**src/rtl/kiwi_wf_ctrl.sv**
```systemverilog
// -----------------------------------------------------------------------------
// kiwi_wf_ctrl -- waterfall zoom / capture controller
//
// Sits between a zoom-level request stream, the config port of a CIC
// decimator and a frame sink. A zoom request reprograms the CIC decimation
// word. The controller then throws away the CIC's settling samples and waits
// in READY. A start pulse then captures one frame of FRAME_LEN samples.
//
// Ports
//   aclk                  sole clock; every flop uses its rising edge
//   reset                 synchronous, active-high
//   s_axis_zoom_*         4-bit zoom request stream (tdata/tvalid/tready)
//   m_axis_config_*       decimation word 2^(zoom+1) to the CIC config port
//   cic_tdata/cic_tvalid  CIC output samples, single-cycle strobe, no backpressure
//   m_axis_data_*         captured samples, tlast on the last sample of a frame
//   start                 capture request, acted on only in READY
//   busy                  high in every state except READY
//   zoom                  zoom level currently applied
// -----------------------------------------------------------------------------
module kiwi_wf_ctrl #(
  parameter int ZOOM_MAX      = 13,
  parameter int OUT_WIDTH     = 16,
  parameter int CFG_WIDTH     = 24,
  parameter int FLUSH_SAMPLES = 6,
  parameter int FRAME_LEN     = 1024
) (
  input  logic                 aclk,
  input  logic                 reset,

  input  logic [3:0]           s_axis_zoom_tdata,
  input  logic                 s_axis_zoom_tvalid,
  output logic                 s_axis_zoom_tready,

  output logic [CFG_WIDTH-1:0] m_axis_config_tdata,
  output logic                 m_axis_config_tvalid,
  input  logic                 m_axis_config_tready,

  input  logic [OUT_WIDTH-1:0] cic_tdata,
  input  logic                 cic_tvalid,

  output logic [OUT_WIDTH-1:0] m_axis_data_tdata,
  output logic                 m_axis_data_tvalid,
  output logic                 m_axis_data_tlast,

  input  logic                 start,
  output logic                 busy,
  output logic [3:0]           zoom
);

  typedef enum logic [1:0] {
    ST_LOAD    = 2'd0,
    ST_FLUSH   = 2'd1,
    ST_READY   = 2'd2,
    ST_CAPTURE = 2'd3
  } state_e;

  // Counter widths are chosen so the terminal count itself fits, so a counter
  // never wraps before it is compared.
  localparam int FCW = $clog2(FLUSH_SAMPLES + 1);
  localparam int SCW = $clog2(FRAME_LEN + 1);

  localparam logic [FCW-1:0]       FLUSH_LAST = FCW'(FLUSH_SAMPLES);
  localparam logic [SCW-1:0]       FRAME_LAST = SCW'(FRAME_LEN);
  localparam logic [3:0]           ZOOM_MAX_C = 4'(ZOOM_MAX);
  localparam logic [3:0]           ZOOM_RESET = 4'd4;
  localparam logic [CFG_WIDTH-1:0] CFG_ONE    = CFG_WIDTH'(1);

  state_e               state_q,      state_d;
  logic [3:0]           zoom_q,       zoom_d;
  logic [FCW-1:0]       flush_cnt_q,  flush_cnt_d;
  logic [SCW-1:0]       samp_cnt_q,   samp_cnt_d;
  logic [OUT_WIDTH-1:0] data_q,       data_d;
  logic                 data_valid_q, data_valid_d;
  logic                 data_last_q,  data_last_d;

  logic                 zoom_accept;
  logic [3:0]           zoom_clamped;
  logic [FCW-1:0]       flush_inc;
  logic [SCW-1:0]       samp_inc;

  // ---------------------------------------------------------------------------
  // State register
  // ---------------------------------------------------------------------------
  // NOTE: sequential state uses non-blocking assignments only, so every flop
  // samples the values from before the edge, whatever order the statements
  // are written in.
  always_ff @(posedge aclk) begin
    if (reset) begin
      state_q      <= ST_LOAD;
      zoom_q       <= ZOOM_RESET;
      flush_cnt_q  <= '0;
      samp_cnt_q   <= '0;
      data_q       <= '0;
      data_valid_q <= 1'b0;
      data_last_q  <= 1'b0;
    end else begin
      state_q      <= state_d;
      zoom_q       <= zoom_d;
      flush_cnt_q  <= flush_cnt_d;
      samp_cnt_q   <= samp_cnt_d;
      data_q       <= data_d;
      data_valid_q <= data_valid_d;
      data_last_q  <= data_last_d;
    end
  end

  // ---------------------------------------------------------------------------
  // Next-state logic
  // ---------------------------------------------------------------------------
  assign zoom_accept  = s_axis_zoom_tvalid & s_axis_zoom_tready;
  assign zoom_clamped = (s_axis_zoom_tdata > ZOOM_MAX_C) ? ZOOM_MAX_C : s_axis_zoom_tdata;
  assign flush_inc    = flush_cnt_q + FCW'(1);
  assign samp_inc     = samp_cnt_q + SCW'(1);

  // NOTE: every signal written here gets a default first, so no path leaves
  // it unassigned and no latch is inferred.
  always_comb begin
    state_d      = state_q;
    zoom_d       = zoom_q;
    flush_cnt_d  = flush_cnt_q;
    samp_cnt_d   = samp_cnt_q;
    data_d       = data_q;
    data_valid_d = 1'b0;
    data_last_d  = 1'b0;

    unique case (state_q)
      ST_LOAD: begin
        if (m_axis_config_tready) begin
          state_d     = ST_FLUSH;
          flush_cnt_d = '0;
        end
      end

      // The CIC output is garbage until its pipeline has filled with samples
      // taken at the new rate. Count those samples and drop them.
      ST_FLUSH: begin
        if (cic_tvalid) begin
          flush_cnt_d = flush_inc;
          if (flush_inc == FLUSH_LAST) begin
            state_d = ST_READY;
          end
        end
      end

      // A zoom request has priority over start. The start pulse is dropped,
      // not remembered.
      ST_READY: begin
        if (zoom_accept) begin
          state_d = ST_LOAD;
          zoom_d  = zoom_clamped;
        end else if (start) begin
          state_d    = ST_CAPTURE;
          samp_cnt_d = '0;
        end
      end

      // A zoom request aborts the frame. A strobe in the same cycle is not
      // captured. The output already sitting in data_q still goes out,
      // because data_valid_q is not touched here.
      ST_CAPTURE: begin
        if (zoom_accept) begin
          state_d = ST_LOAD;
          zoom_d  = zoom_clamped;
        end else if (cic_tvalid) begin
          data_d       = cic_tdata;
          data_valid_d = 1'b1;
          samp_cnt_d   = samp_inc;
          if (samp_inc == FRAME_LAST) begin
            data_last_d = 1'b1;
            state_d     = ST_READY;
          end
        end
      end

      default: state_d = ST_LOAD;
    endcase
  end

  // ---------------------------------------------------------------------------
  // Output logic
  // ---------------------------------------------------------------------------
  // Reset is synchronous, but the outputs must show their reset values in
  // every cycle that reset is high. That includes the first cycle, before any
  // edge has cleared the flops. The outputs are therefore also gated directly
  // by reset.
  always_comb begin
    s_axis_zoom_tready   = 1'b0;
    m_axis_config_tvalid = 1'b0;
    busy                 = 1'b1;

    if (!reset) begin
      unique case (state_q)
        ST_LOAD:    m_axis_config_tvalid = 1'b1;
        ST_FLUSH:   busy                 = 1'b1;
        ST_READY: begin
          s_axis_zoom_tready = 1'b1;
          busy               = 1'b0;
        end
        ST_CAPTURE: s_axis_zoom_tready = 1'b1;
        default:    busy               = 1'b1;
      endcase
    end

    // zoom_q changes only when a request is accepted. No request is accepted
    // in LOAD, so the word stays stable for the whole handshake.
    m_axis_config_tdata = CFG_ONE << (zoom_q + 5'd1);

    m_axis_data_tdata  = reset ? '0         : data_q;
    m_axis_data_tvalid = reset ? 1'b0       : data_valid_q;
    m_axis_data_tlast  = reset ? 1'b0       : data_last_q;
    zoom               = reset ? ZOOM_RESET : zoom_q;
  end

endmodule

```
**config.mk**
```make
export PLATFORM = sky130hd
export DESIGN_NAME = kiwi_wf_ctrl
export DESIGN_NICKNAME = d
export VERILOG_FILES = /design/src/rtl/kiwi_wf_ctrl.sv
export SDC_FILE = /design/constraint.sdc
export NUM_CORES = 1
export LEC_CHECK = 0
export BUFFER_PORTS_ARGS = -buffer_cell sky130_fd_sc_hd__buf_2
export CAP_MARGIN = 30
export CORE_UTILIZATION = 50
export DETAILED_ROUTE_END_ITERATION = 12
export PLACE_DENSITY_LB_ADDON = 0.05
export SYNTH_ARGS = -nofsm -noshare
export SYNTH_HDL_FRONTEND = slang
export SYNTH_SLANG_ARGS = --single-unit
```
**constraint.sdc**
```tcl
create_clock -name aclk -period 4.8 [get_ports aclk]
set_input_delay 0.96 -clock aclk [delete_from_list [all_inputs] [get_ports aclk]]
set_output_delay 0.96 -clock aclk [all_outputs]
set_load 0.02 [all_outputs]
```
==> results.yml <==
run_status:
  status: "finished, final reports clean"
finish:
  fillers: 371
  areaGrowthSynthToFinish_pct: 19.6
  drive_above_1_share_pct: 25.5
  final_util_pct: 64.6
  antenna-diode-count: 0
  nNetsFinal: 357
timing:
  fmaxAchievable_ghz: 0.327
  tns_ns: 0
  worstMarginPinSlew_ns: 0.778
  setup_viol: 0
  min_period_ns: 3.06
  hold_slack_ns: 0.451
  fin_crit_sh_pct: 63.7
  hold_viol: 0
  rsz0062_at_grt: "false"
  relSlewSlack_pct: 48.1
  final_max_slew_viol_count: 0
  setup_slack_ns: 1.74
  clock_skew_ns: 0.00608
setup_path:
  reg2reg_depth: 6
  worstPathArrival_ns: 2.10
  worst_setup_path_start_kind: "primary input"
  critPathMaxFanout: 41
  r2r-start: "samp_cnt_q[0]$_SDFFE_PP0P_"
  worstPathRequired_ns: 3.84
  path_class: "in2out"
  setup.worst_path.end: "m_axis_data_tdata[4]"
  cp-startpoint: "reset"
  r2r_slack_ns: 2.86
  end_kind: "output pin"
  r2r-end: "data_last_q$_SDFF_PP0_"
yosys:
  ys_seq_area_share_pct: 37.1
  yosys_warnings: 0
  synth.area.top_cells: "dfxtp_1 (37%), nand2_1 (7.7%), a21oi_1 (7.6%), nor2b_1 (7.0%), nor2_1 (4.4%)"
  synthCells: 271
  synth_seq_cells: 38
  synth_top_flop_cell: "dfxtp_1"
  syn_area_per_cell_um2: 7.58
  synth_common_cells: "nand2_1 (42), dfxtp_1 (38), a21oi_1 (31)"
  synth-edff-count: 0
  async_flop_share_pct: 0
  synth_top_area_cell: "dfxtp_1"
  synth_top_area_share_pct: 37.1
  synth.distinct_cells: 46
  synth_area_mm2: 0.00205
  synth_most_common_cell: "nand2_1"
cts:
  worst_skew_pair.late_latency_ns: 0.28
  cts-root-buf: "clkbuf_8"
  clk_path_buf_depth: 2
  cts_inserted_buffers: 5
  cts_tree: "built"
  cts_resized: 0
  cts_setup_buffers: 0
  clk_pin_slew_worst_paths_ns: 0.07
  cts_num_sinks: 38
  htreeDepth: 2
  holdBufCountCts: 0
detailed_routing:
  final_antenna_net_count: 0
  wl_um: 4330
  wl_per_cell_um: 11.5
  vias: 1972
  detail_route.vias_per_cell: 5.23
  drt_iter0_drc: 84
  drt_first_pass_iters: 4
  drc: 0
power_and_ir_drop:
  peakVddDrop_mv: 0.168
  p_int_uw: 485
  comb_power_share_pct: 5.7
  pwr_density_cell_mw_per_mm2: 250
  switching_share_pct: 21.1
  pwr-share-clk_pct: 42.4
  p_seq_share_pct: 51.9
  switchingPower_uw: 130
  leakage_uw: 0.00104
global_routing:
  groute.usage.overall_pct: 19.8
  antenna_found_initial: 0
  grt_overflow_total: 0
  grt_first_pass_wirelength_um: 6800
  grt_max_degree: 42
  grt_pass1_vias: 1540
job:
  maxCapViolations: 0
placed_design:
  place_congestion: 0.834
  numPortBuffers: 66
  hpwl_um: 2920
  dp_slack_ns: 1.74
die:
  die_w_um: 66.1
  die_h_um: 66.1
  coreArea_mm2: 0.00380
  ioPinCount: 75
  rows: 22
  initial_core_util_pct: 54.1
  dieArea_mm2: 0.00437
min_path:
  min_path_type: "reg2reg"
==> cell families (layout without fill, tap and decap cells) <==
logic type | count (synthesis) | in the layout | share of synthesized area, %
and+or+nand+nor | 136 | 136 | 34.0
AOI/OAI and AO/OA | 58 | 58 | 16.2
DFF | 38 | 38 | 37.1
buffers and inverters | 28 | 79 | 7.19
muxes | 5 | 5 | 2.68
adders and majority gates | 3 | 3 | 1.83
xor gates and xnor gates | 2 | 2 | 0.853
other | 1 | 8 | 0.183
==> power groups by stage <==
stage	Combinational, µW	Sequential (µW)	Clock, µW
after floorplan	27.1	325	0
after global placement	34.7	326	0
after detailed placement	34.8	326	0
after CTS	35.0	319	267
after global routing	38.4	319	280
final	34.8	319	260
==> placed cells by master (no fill, tap or decap), types with 3 or more instances in the layout <==
cell / instances
o22ai_1: 3
mux2_2: 4
ha_1: 3
nor3_1: 9
conb_1: 8
dfxtp_1: 38
a21oi_1: 31
a31oi_1: 3
nand3_1: 5
a22oi_1: 3
nand2b_1: 9
o21ai_0: 9
inv_1: 3
nand2_1: 42
or4_1: 4
clkbuf_8: 5
nor2_1: 24
buf_2: 66
nor2b_1: 23
==> per-stage QoR <==
step	std cells	instance area, µm²	total power (µW)
6_report	377	2450	614
2_1_floorplan	278	2080	352
4_1_cts	377	2450	621
3_5_place_dp	369	2350	361
5_1_grt	377	2450	638
3_3_place_gp	369	2350	361
==> final cells by class <==
class                   count  area, µm²  area share, %
multi-input cells         212       1170           47.7
flip-flops and latches     38        761           31.0
repair buffers             68        345           14.1
clock buffers               7       76.3           3.11
well taps                  48       60.1           2.45
clock inverters             1       30.0           1.22
inverters                   3       11.3          0.459
==> worst min-delay path by stage <==
stage          slack [ns]               startpoint                      end  cells past startpoint
2_1_floorplan        0.43   data_q[0]$_SDFFE_PP0P_   data_q[0]$_SDFFE_PP0P_                      2
3_3_place_gp         0.44  data_q[14]$_SDFFE_PP0P_  data_q[14]$_SDFFE_PP0P_                      2
3_5_place_dp         0.44   data_q[2]$_SDFFE_PP0P_   data_q[2]$_SDFFE_PP0P_                      2
4_1_cts              0.45   data_q[2]$_SDFFE_PP0P_   data_q[2]$_SDFFE_PP0P_                      2
5_1_grt              0.47   data_q[7]$_SDFFE_PP0P_   data_q[7]$_SDFFE_PP0P_                      2
6_report             0.45   data_q[2]$_SDFFE_PP0P_   data_q[2]$_SDFFE_PP0P_                      2
==> worst max-delay path, stage by stage <==
cell and delay, ns:
buf_2 0.55, buf_4 0.35, nor2b_1 0.07, buf_2 0.16
==> sequential cells by signal, summed over array words and instances, names as in the netlist <==
name and flops:
data_last_q 1, data_q 16, data_valid_q 1, flush_cnt_q 3, samp_cnt_q 11, state_q 2, zoom_q 4
==> per-layer routing <==
layer  track usage [%]  wire [µm]  up-vias
li1                  -          -     1031
met1              26.3       2120      877
met2              31.9       1930       59
met3              3.62        233        5
met4              7.18         45        0
met5                 0          0        -
Power figures use the tool's default switching activity.
